[config.mk]
export PLATFORM = sky130hd
export DESIGN_NAME = sync_frame_serializer
export DESIGN_NICKNAME = d
export VERILOG_FILES = /design/src/rtl/sync_frame_serializer.sv
export SDC_FILE = /design/constraint.sdc
export NUM_CORES = 1
export LEC_CHECK = 0
export ABC_AREA = 1
export CORE_MARGIN = 5
export CORE_UTILIZATION = 54
export DETAILED_ROUTE_END_ITERATION = 12
export HOLD_SLACK_MARGIN = 0.06
export PLACE_DENSITY_LB_ADDON = 0.25
export SYNTH_ARGS = -nofsm -noshare
export SYNTH_HDL_FRONTEND = slang
export SYNTH_SLANG_ARGS = --single-unit
[constraint.sdc]
create_clock -name clk -period 1.9 [get_ports clk]
set_input_delay 0.285 -clock clk [delete_from_list [all_inputs] [get_ports clk]]
set_output_delay 0.285 -clock clk [all_outputs]
set_load 0.02 [all_outputs]
[src/rtl/sync_frame_serializer.sv]
`default_nettype none
// ============================================================================
// Module      : sync_frame_serializer
// Description : Serializes a handshaked payload word into a frame of SYNC
//               preamble, payload (MSB first), optional parity, and zero gap.
//               Optional even parity bit: define SYNC_FRAME_PARITY_EN.
// Revision    : 1.0 - initial release
// ============================================================================
module sync_frame_serializer #(
    parameter int                DATA_W     = 8,
    parameter int                SYNC_W     = 5,
    parameter logic [SYNC_W-1:0] SYNC_PAT   = 5'b11010,
    parameter int                GAP_CYCLES = 2
) (
    input  logic              clk,
    input  logic              rst,
    input  logic              in_valid,
    input  logic [DATA_W-1:0] in_data,
    output logic              in_ready,
    output logic              stream_out,
    output logic              busy,
    output logic              frame_done
);
    localparam int c_MAX_W = (SYNC_W > DATA_W) ? SYNC_W : DATA_W;
    localparam int c_CNT_W = $clog2(c_MAX_W + 1);
    localparam int c_GAP_W = (GAP_CYCLES < 2) ? 1 : $clog2(GAP_CYCLES);

    localparam logic [c_CNT_W-1:0] c_SYNC_LAST   = c_CNT_W'(SYNC_W - 1);
    localparam logic [c_CNT_W-1:0] c_DATA_LAST   = c_CNT_W'(DATA_W - 1);
    localparam logic [c_CNT_W-1:0] c_DATA_PENULT = c_CNT_W'(DATA_W - 2);
    localparam logic [c_GAP_W-1:0] c_GAP_LAST    = c_GAP_W'((GAP_CYCLES > 0) ? GAP_CYCLES - 1 : 0);

`ifdef SYNC_FRAME_PARITY_EN
    localparam bit c_PAR_EN = 1'b1;
    typedef enum logic [2:0] {
        ST_IDLE = 3'd0,
        ST_SYNC = 3'd1,
        ST_DATA = 3'd2,
        ST_PAR  = 3'd3,
        ST_GAP  = 3'd4
    } state_t;
    logic r_par;
`else
    localparam bit c_PAR_EN = 1'b0;
    typedef enum logic [2:0] {
        ST_IDLE = 3'd0,
        ST_SYNC = 3'd1,
        ST_DATA = 3'd2,
        ST_GAP  = 3'd4
    } state_t;
`endif

    state_t              r_state;
    logic [DATA_W-1:0]   r_shreg;
    logic [SYNC_W-1:0]   r_sync_sh;
    logic [c_CNT_W-1:0]  r_cnt;
    logic [c_GAP_W-1:0]  r_gap_cnt;

    assign in_ready = (r_state == ST_IDLE) && rst;

    // Outputs are registered against the next state, so the bit on stream_out
    // always belongs to the current r_state and r_cnt position.
    always_ff @(posedge clk) begin
        if (!rst) begin
            r_state    <= ST_IDLE;
            r_shreg    <= '0;
            r_sync_sh  <= '0;
            r_cnt      <= '0;
            r_gap_cnt  <= '0;
            stream_out <= 1'b0;
            busy       <= 1'b0;
            frame_done <= 1'b0;
`ifdef SYNC_FRAME_PARITY_EN
            r_par      <= 1'b0;
`endif
        end else begin
            frame_done <= 1'b0;
            case (r_state)
                ST_IDLE: begin
                    stream_out <= 1'b0;
                    busy       <= 1'b0;
                    if (in_valid) begin
                        r_state    <= ST_SYNC;
                        r_cnt      <= '0;
                        r_shreg    <= in_data;
                        r_sync_sh  <= SYNC_PAT << 1;
                        stream_out <= SYNC_PAT[SYNC_W-1];
                        busy       <= 1'b1;
`ifdef SYNC_FRAME_PARITY_EN
                        r_par      <= ^in_data;
`endif
                    end
                end
                ST_SYNC: begin
                    if (r_cnt == c_SYNC_LAST) begin
                        r_state    <= ST_DATA;
                        r_cnt      <= '0;
                        stream_out <= r_shreg[DATA_W-1];
                        r_shreg    <= r_shreg << 1;
                        frame_done <= (DATA_W == 1) && !c_PAR_EN;
                    end else begin
                        r_cnt      <= r_cnt + 1'b1;
                        stream_out <= r_sync_sh[SYNC_W-1];
                        r_sync_sh  <= r_sync_sh << 1;
                    end
                end
                ST_DATA: begin
                    if (r_cnt == c_DATA_LAST) begin
                        r_cnt <= '0;
`ifdef SYNC_FRAME_PARITY_EN
                        r_state    <= ST_PAR;
                        stream_out <= r_par;
                        frame_done <= 1'b1;
`else
                        stream_out <= 1'b0;
                        r_gap_cnt  <= '0;
                        if (GAP_CYCLES > 0) begin
                            r_state <= ST_GAP;
                        end else begin
                            r_state <= ST_IDLE;
                            busy    <= 1'b0;
                        end
`endif
                    end else begin
                        r_cnt      <= r_cnt + 1'b1;
                        stream_out <= r_shreg[DATA_W-1];
                        r_shreg    <= r_shreg << 1;
                        frame_done <= (r_cnt == c_DATA_PENULT) && !c_PAR_EN;
                    end
                end
`ifdef SYNC_FRAME_PARITY_EN
                ST_PAR: begin
                    r_cnt      <= '0;
                    stream_out <= 1'b0;
                    r_gap_cnt  <= '0;
                    if (GAP_CYCLES > 0) begin
                        r_state <= ST_GAP;
                    end else begin
                        r_state <= ST_IDLE;
                        busy    <= 1'b0;
                    end
                end
`endif
                ST_GAP: begin
                    stream_out <= 1'b0;
                    if (r_gap_cnt == c_GAP_LAST) begin
                        r_state <= ST_IDLE;
                        busy    <= 1'b0;
                    end else begin
                        r_gap_cnt <= r_gap_cnt + 1'b1;
                    end
                end
                default: begin
                    r_state    <= ST_IDLE;
                    stream_out <= 1'b0;
                    busy       <= 1'b0;
                end
            endcase
        end
    end

endmodule
`default_nettype wire

==> impl_summary.md <==
Worst setup path
The beginning of the critical path is r_state[0]$_SDFFE_PN0P_. The worst setup path is launched from a flop. Traced cell by cell, the critical path runs through nor2_2 -> nand2_1 -> nor2_1 -> dlygate4sd2_1. The longest individual stage delay on the worst path is 0.38 ns. STA puts the critical path data arrival time at 1.39 ns.

The maximum fanout count along the critical path is 6. The internal reg-to-reg setup slack is 0.36 ns. The most critical setup path has its endpoint at in_ready. Among all stages on the critical path, the largest delay is contributed by sky130_fd_sc_hd__dfxtp_1. The category of the critical setup timing path is reg -> out. The number of cells on the worst reg-to-reg path is 9. The startpoint identified for the worst register-to-register timing path is r_cnt[0]$_SDFFE_PN0P_.

The critical path endpoint category is an output pin. The worst register-to-register path ends at r_shreg[6]$_SDFFE_PN0P_. The data required time at the worst endpoint is 1.62 ns.

Synth
The synthesized netlist contains 20 unique library cells. The post-synthesis cell type with the largest combined area is sky130_fd_sc_hd__dfxtp_1. Each instance of the synthesized netlist takes up on average 6.90 µm². Summing every instance area after synthesis gives 1190 µm². When the netlist entered floorplanning its net count stood at 187. Of the synthesized area, sequential elements account for 0.369. Synthesis produced a netlist whose cell count is 173. After synthesis the netlist holds a flip-flop and latch count of 22.

The number of warnings printed during yosys synthesis is 0. Ranked by total cell area, the synthesized netlist is headed by sky130_fd_sc_hd__dfxtp_1, sky130_fd_sc_hd__nand2_1, sky130_fd_sc_hd__nor2_1. The portion of synthesized cell area occupied by the leading cell type is 0.369.

STA
The number of failing hold endpoints at the final stage was 0. The final setup TNS is 0 ns. Setup repair after global routing left no endpoint under its margin. The clock arrives with 0.00247 ns of skew. Timing would allow up to 597 MHz. The final critical delay including setup and external delays is 1.67 ns. Hold timing on the final database bottoms out at a slack of 0.469 ns. The setup-violating endpoint count in the final report is 0. The worst pin sits at a relative slew slack of 0.801. The slew at the pin with the worst max-slew slack is 0.298 ns. The number of slew-limit violations in the final report is 0. The share of the cycle needed by the critical path after routing is 0.881.

Cells and area
The number of diodes is 0. The layout overhead on the synthesized area is 16.7%. The filler cells instantiated in the layout total 215. In the final design database the tool counted 205 nets. The ratio of cells with drive above 1 in the final layout is 0.163.

GRT
The global-route track usage on met2 is 0.272. The largest net degree at the start of global routing is 17. The first global-routing pass estimated 4140 µm of wire. The number of antenna violations at the first check in global routing is 0.

For met1 alone, demand over resource in global routing was 0.193. The number of global-route vias before repair is 965. For this run, global-route usage on met3 was measured as 0.0294.

Global routing finished with a remaining overflow of 0. The global routing stage identified its most utilized layer as met2. The combined global-route utilization of all metal layers is 0.158.

Placed design
The weighted congestion reported at the end of routability-driven placement is 0.780. The count of port buffers added during placement is 14. The post-detailed-placement half-perimeter wirelength is 1770 µm.

CTS
The clock transition at the registers of the reported paths is 0.13 ns. TritonCTS built the clock tree. The clock drives 22 sinks. After clock tree synthesis, the flow added hold-fix buffers numbering 0. Clock latency on the worst-skew pair, taken at its later pin, is 0.31 ns.

The longest clock path from root to sink contains 2 buffers. The number of H-tree levels is 1. TritonCTS created 3 clock buffers. In this run the clock root is driven by a sky130_fd_sc_hd__clkbuf_4.

Route
After detailed routing, the number of vias per cell comes to 4.86. The detailed router placed 1060 vias in this run. The remaining design rule violation count is 0.

In this run the remaining antenna-violating nets after routing total 0. The length of the first detailed-routing pass in iterations is 4. The average detailed-routed wire length per instance is 10.8 µm.

Wires add up to 2360 µm. The detailed router finished its first iteration with 21 violations.

Outcome
The run finished with clean final reports.

Floorplanning
The number of top-level pins is 15. The die boundary width is 57.0 µm. For this configuration, the core starts out at a cell density of 0.550. The die is 57.0 µm tall. The number of rows in the core area is 17.

In this run the standard cell core region covers 2170 µm². The die area is 3250 µm².

Min path
The worst hold path belongs to the class reg -> reg.

Power and ir drop
The cell area power density is 716 nW/µm². The leakage power figure is 0.641 nW. The worst-case IR drop observed on VDD is 462 µV.

Job
Across the run, the number of max-cap violations was 0.
-- metrics by stage --
| stage | setup WS [ns] | total power, mW | std cells | utilization | area (µm²) |
|---|---|---|---|---|---|
| 4_1_cts | 0.215 | 1.00 | 218 | 0.642 | 1390 |
| 2_1_floorplan | 0.547 | 0.688 | 173 | - | 1190 |
| 3_5_place_dp | 0.100 | 0.744 | 214 | 0.626 | 1360 |
| 5_1_grt | 0.137 | 1.06 | 218 | 0.642 | 1390 |
| 3_3_place_gp | 0.0985 | 0.735 | 214 | 0.626 | 1360 |
| 6_report | 0.225 | 0.998 | 218 | 0.642 | 1390 |
-- worst min-delay path by stage --
stage	end	cells after the start	slack [ns]	start
floorplan	r_state[2]$_SDFFE_PN0P_	2	0.41	rst
global placement	r_gap_cnt$_SDFFE_PN0P_	2	0.44	r_gap_cnt$_SDFFE_PN0P_
detailed placement	busy$_SDFFE_PN0P_	2	0.45	busy$_SDFFE_PN0P_
CTS	busy$_SDFFE_PN0P_	2	0.47	busy$_SDFFE_PN0P_
global route	r_sync_sh[2]$_SDFFE_PN0P_	2	0.48	r_sync_sh[2]$_SDFFE_PN0P_
finish	busy$_SDFFE_PN0P_	2	0.47	busy$_SDFFE_PN0P_
-- state kept, by name, summed over array words and instances (netlist names) --
name,cells
busy,1
r_state,3
stream_out,1
r_cnt,4
frame_done,1
r_shreg,8
r_sync_sh,3
r_gap_cnt,1
-- Yosys cell counts --
library cell / count
sky130_fd_sc_hd__o21ai_0: 5
sky130_fd_sc_hd__inv_2: 1
sky130_fd_sc_hd__nand2_2: 6
sky130_fd_sc_hd__nand4_1: 1
sky130_fd_sc_hd__xor2_1: 1
sky130_fd_sc_hd__nor2_1: 26
sky130_fd_sc_hd__nor2_8: 1
sky130_fd_sc_hd__or2_2: 1
sky130_fd_sc_hd__nand2_1: 46
sky130_fd_sc_hd__nand2_4: 3
sky130_fd_sc_hd__nor2_2: 11
sky130_fd_sc_hd__nand3_1: 11
sky130_fd_sc_hd__dfxtp_1: 22
sky130_fd_sc_hd__a21oi_1: 13
sky130_fd_sc_hd__buf_12: 1
sky130_fd_sc_hd__clkbuf_1: 1
sky130_fd_sc_hd__buf_2: 2
sky130_fd_sc_hd__inv_1: 17
sky130_fd_sc_hd__nand3_4: 1
sky130_fd_sc_hd__ha_1: 3
-- report_power, final --
group | leakage (nW) | switching, mW | internal [mW]
Sequential | 0.181 | 0.0227 | 0.495
Combinational | 0.439 | 0.123 | 0.0897
Clock | 0.0210 | 0.149 | 0.117
-- kinds of logic (layout without fill, tap and decap cells) --
logic type	count (synthesis)	after routing	share of synthesized area
adders and majority gates	3	3	0.0314
DFF	22	22	0.369
and+or+nand+nor	107	107	0.432
xor gates and xnor gates	1	1	0.00734
AOI/OAI and AO/OA	18	18	0.0755
buffers and inverters	22	39	0.0849
-- cell type report --
class	count	area (µm²)	share of cell area
Sequential cell	22	440	0.316
Tap cell	28	35.0	0.0252
Timing Repair Buffer	17	161	0.116
Inverter	18	67.6	0.0485
Multi-Input combinational cell	129	652	0.468
Clock buffer	4	36.3	0.0261
-- placed cells by master, fill, tap and decap left out --
cell type	count
sky130_fd_sc_hd__nor2_8	1
sky130_fd_sc_hd__nand3_1	11
sky130_fd_sc_hd__or2_2	1
sky130_fd_sc_hd__nor2_2	11
sky130_fd_sc_hd__inv_1	17
sky130_fd_sc_hd__dlygate4sd2_1	1
sky130_fd_sc_hd__nand4_1	1
sky130_fd_sc_hd__nand3_4	1
sky130_fd_sc_hd__dfxtp_1	22
sky130_fd_sc_hd__inv_2	1
sky130_fd_sc_hd__nor2_1	26
sky130_fd_sc_hd__clkbuf_4	3
sky130_fd_sc_hd__clkdlybuf4s50_1	13
sky130_fd_sc_hd__clkbuf_8	1
sky130_fd_sc_hd__xor2_1	1
sky130_fd_sc_hd__buf_4	3
sky130_fd_sc_hd__ha_1	3
sky130_fd_sc_hd__nand2_1	46
sky130_fd_sc_hd__nand2_4	3
sky130_fd_sc_hd__o21ai_0	5
sky130_fd_sc_hd__a21oi_1	13
sky130_fd_sc_hd__nand2_2	6
-- per-layer routing --
layer  vias up  routed length [µm]
li1        566                   -
met1       477                1090
met2        15                1180
met3         2                  76
met4         0                  14
met5         -                   0
-- timing repair --
item                       CTS  global route
setup endpoints to repair    1             0
resized for setup            1             0
buffers inserted             0             0
-- critical path, delay by kind of cell (launching register included) --
| family | cells | cell delay (ns) |
|---|---|---|
| buffers and inverters | 1 | 0.34 |
| DFF | 1 | 0.38 |
| and+or+nand+nor | 3 | 0.36 |
No activity file was read; power rests on OpenSTA's default activity.
==> RTL edit 1: new RTL, same settings <==
Make the reset (`rst`) asynchronous in one clocked block.
--- a/src/rtl/sync_frame_serializer.sv
+++ b/src/rtl/sync_frame_serializer.sv
@@ -62,3 +62,3 @@
     // always belongs to the current r_state and r_cnt position.
-    always_ff @(posedge clk) begin
+    always_ff @(posedge clk or negedge rst) begin
         if (!rst) begin
Behaviour: differs if rst is asserted again (counterexample within 4 cycles, from zero or initial values and one cycle with rst low); with rst held inactive, the same outputs for 10 cycles.
==> RTL edit 1 against the unedited design <==
- design area shrank 2.2%
- worst setup slack gained 0.017 ns
- wire length shrank 6.5%
- sequential cell count is the same
- core utilization grew 3.1 points
- via count shrank 10%
- synthesized area shrank 1.7%
Power is not compared: it rests on default switching activity, and its combinational part moved more than twofold at a synthesized area within 25%.
==> RTL edit 1: results (changes against the unedited design) <==
stage;metric;value;unit;change
route;DRT Wirelength;2.21;mm;-6.5%
clock_tree;CTS Buf Count;3;;unchanged
timing;max_slew headroom;79.8;%;-0.35 points
global_routing;GRT Total Usage;15.7;%;-0.16 points
worst_setup_path;R2R Path Start;r_cnt[1];;
synth;Seq/Total Area, Yosys;46.9;%;+10 points
synth;syn_nets;156;;-17%
synth;Post-Synth Adder-Cell Area;3.20;%;+0.054 points
global_routing;first-pass GRT wire length;4.00;mm;-3.5%
worst_setup_path;Critical R2R Capture;r_shreg[0];;
worst_setup_path;crit path DAT;1.37;ns;-0.02 ns
route;top sig layer;met4;;
worst_setup_path;CP Max Fanout;4;;-2
clock_tree;clock tree buffer depth;2;;unchanged
placed_design;placed insts;183;;-14%
hold_path;worst hold path type;in -> async;;
run_status;result of the run;complete, no violations;;
synth;XOR/XNOR Fraction of Synth Area;1.49;%;+0.76 points
timing;Setup Skew;0.00603;ns;+0.00355 ns
worst_setup_path;reg-to-reg slack, setup;0.39;ns;+0.03 ns
route;detailed-route via count;953;;-10%
synth;Compound-Gate Fraction of Synth Area;3.94;%;-3.6 points
synth;top cells by count, synth;nand2_1 (46), nand3_1 (24), dfrtp_1 (22);;
global_routing;initial antenna violation count;0;;unchanged
synth;Yosys cell types;19;;-5.0%
global_routing;largest net degree at the start of global routing;23;;+6
synth;async set-reset flop share out of synthesis;100;%;+100 points
worst_setup_path;worst r2r path cells;7;;-2
route;1st-iter DRT viols;25;;+19%
global_routing;vias in the first global route;970;;+0.52%
synth;ys flop type;dfrtp_1;;
power;LEAKAGE;0.712;nW;
layout;Cell Count, Final, Fillers Out;186;;-15%
route;wire length on met3;108;um;+42%
global_routing;met2 usage;25.9;%;-1.3 points
route;metal1 wirelength;998;um;-8.3%
power;worst vdd ir;872;uV;
layout;Ant. Diodes;0;;unchanged
placed_design;final RePlAce weighted congestion;0.796;;+2.2%
clock_tree;H-Tree Level Count;1;;unchanged
layout;layout cell share with drive strength beyond 1;10.1;%;-6.3 points
synth;Cells after Synth;142;;-18%
clock_tree;root buffer cell;clkbuf_4;;
worst_setup_path;Critical Path Start;r_state[0];;
route;met2 routed WL;1.08;mm;-9.0%
placed_design;hpwl dp;1.64;mm;-7.5%
layout;# fillers;165;;-23%
global_routing;met1 Use GR;19.6;%;+0.29 points
global_routing;met3 usage;2.75;%;-0.19 points
synth;largest cells by area after synthesis;dfrtp_1 (47%), nand2_1 (15%), nand3_1 (10%);;
RTL edit 1: per-stage QoR:
stage                     power [mW]  hold slack (ns)  instance area (sq um)  util [%]  setup slack (ns)
final                           1.98            0.346                   1360      67.3             0.243
after CTS                       1.99            0.357                   1360      67.3             0.225
after floorplan                 1.56          -0.0106                   1170         -             0.601
after detailed placement        1.78            0.459                   1340      66.3             0.114
after global routing            2.17            0.380                   1360      67.3             0.134
after global placement          1.74            0.454                   1340      66.3             0.111
RTL edit 1: worst max-delay path, stage by stage (launching register included):
cell and delay [ns]:
dfrtp_1 0.43, nor2_2 0.15, nand2_1 0.08, nor2_1 0.08
dlygate4sd2_1 0.33
RTL edit 1: area by class of cell:
| cell class | instances | area share, % |
|---|---|---|
| flip-flops and latches | 22 | 40.4 |
| clock buffers | 3 | 1.65 |
| well taps | 27 | 2.48 |
| repair buffers | 17 | 11.9 |
| inverters | 14 | 3.86 |
| multi-input cells | 103 | 39.7 |
==> RTL edit 2: new RTL, config.mk and constraints unchanged <==
Without the edit above. Set the parameter `DATA_W` to 4 (it was 8).
--- a/src/rtl/sync_frame_serializer.sv
+++ b/src/rtl/sync_frame_serializer.sv
@@ -9,3 +9,3 @@
 module sync_frame_serializer #(
-    parameter int                DATA_W     = 8,
+    parameter int                DATA_W     = 4,
     parameter int                SYNC_W     = 5,
Interface: changed (resized in_data); port bits go from 15 to 11. No check against the original RTL was run, so the function may have changed too.
==> RTL edit 2 against the unedited design <==
- global-route usage rose by 0.61 points
- final cell count down 31%
- highest routed layer unchanged
- design area down 25%
- sequential cell count fell by 5
- synthesized area fell by 25%
- wire length shrank 25%
- worst hold slack better by 0.0037 ns
- die area is 20% lower
- power shrank 26%
- critical endpoint unchanged
- critical path type is now in -> out
- worst setup slack gained 0.015 ns
- fmax grew 0.88%
==> RTL edit 2: results (changes against the unedited design) <==
stage;metric;value;unit;change
layout;bufs w/o clock;13;;-4
worst_setup_path;CP max stage cell;clkdlybuf4s50_1;;
layout;Non-clock buffers, area share;11.6;%;about the same
global_routing;GRT Total Usage;16.4;%;+0.61 points
route;1st-iter DRT viols;11;;-48%
synth;Seq/Total Area, Yosys;37.8;%;+0.88 points
run_status;result of the run;complete, no violations;;
placed_design;final RePlAce weighted congestion;0.817;;+4.8%
synth;largest cells by area after synthesis;dfxtp_1 (38%), nand2_1 (13%), ha_1 (6.9%);;
power;worst vdd ir;513;uV;+11%
synth;Post-Syn Area per Cell;7.51;sq um;+8.8%
worst_setup_path;CP Max Fanout;2;;-4
layout;# fillers;151;;-30%
global_routing;largest net degree at the start of global routing;11;;-6
route;average wire per standard cell;11.8;um;+8.9%
placed_design;PortBufs;10;;-4
layout;comb_multi_in;86;;-33%
global_routing;met3 usage;4.65;%;+1.7 points
layout;Signal inverters;15;;-3
synth;Compound-Gate Fraction of Synth Area;11.8;%;+4.3 points
route;Pre-Repair DR Iteration Count;3;;-1
synth;syn_nets;132;;-29%
layout;utilization after layout;67.9;%;+3.8 points
placed_design;hpwl dp;1.37;mm;-22%
timing;final worst path period share;87.4;%;-0.77 points
worst_setup_path;reg-to-reg slack, setup;0.49;ns;+0.13 ns
layout;multi-input combinational area share;46.0;%;-0.81 points
worst_setup_path;Critical Path Start;rst;;
synth;Yosys cell types;25;;+25%
global_routing;met2 usage;27.1;%;-0.18 points
placed_design;Post-DP Area;1020;sq um;-25%
synth;Post-Synth Adder-Cell Area;6.94;%;+3.8 points
timing;Setup Skew;0.00292;ns;+0.000446 ns
power;LEAKAGE;0.477;nW;-25%
placed_design;dpl ws;-0.0888;ns;-0.189 ns
timing;max_slew headroom;79.2;%;-0.92 points
worst_setup_path;worst r2r path cells;8;;-1
floorplanning;Die X;50.8;um;-11%
worst_setup_path;Critical R2R Capture;r_sync_sh[3];;
global_routing;vias in the first global route;774;;-20%
route;metal1 wirelength;774;um;-29%
route;via-per-instance ratio;5.11;;+5.0%
layout;final net count;148;;-28%
route;DRT Wirelength;1.78;mm;-25%
layout;FF+latch area;340;sq um;-23%
## RTL edit 2: cell count changes in the layout (fill, tap and decap cells not counted), moves of 6 or more
cell	change
nand2_1	-15
nor2_1	-12
nor2_2	-9
nand3_1	-8
a21oi_1	-7
inv_1	-6
## RTL edit 2: cell families (layout without fill, tap and decap cells)
family / Yosys count / count (layout)
buffers and inverters: 17 / 32
flip-flops: 17 / 17
adder cells (fa/ha/maj): 5 / 5
AND/OR/NAND/NOR: 64 / 64
AO/OA/AOI/OAI: 17 / 17
## RTL edit 2: worst min path at each step
stage                             from            to  slack [ns]  depth (start not counted)
after floorplan           r_sync_sh[4]  r_sync_sh[4]        0.45                          2
after global placement            busy          busy        0.46                          2
after detailed placement          busy          busy        0.46                          2
after CTS                         busy          busy        0.48                          2
after global routing              busy          busy        0.50                          2
final                             busy          busy        0.47                          2
## RTL edit 2: power by group
part	internal, mW	switching, mW
clock	0.0786	0.123
combinational	0.0611	0.0824
sequential	0.380	0.0162
total	0.520	0.222
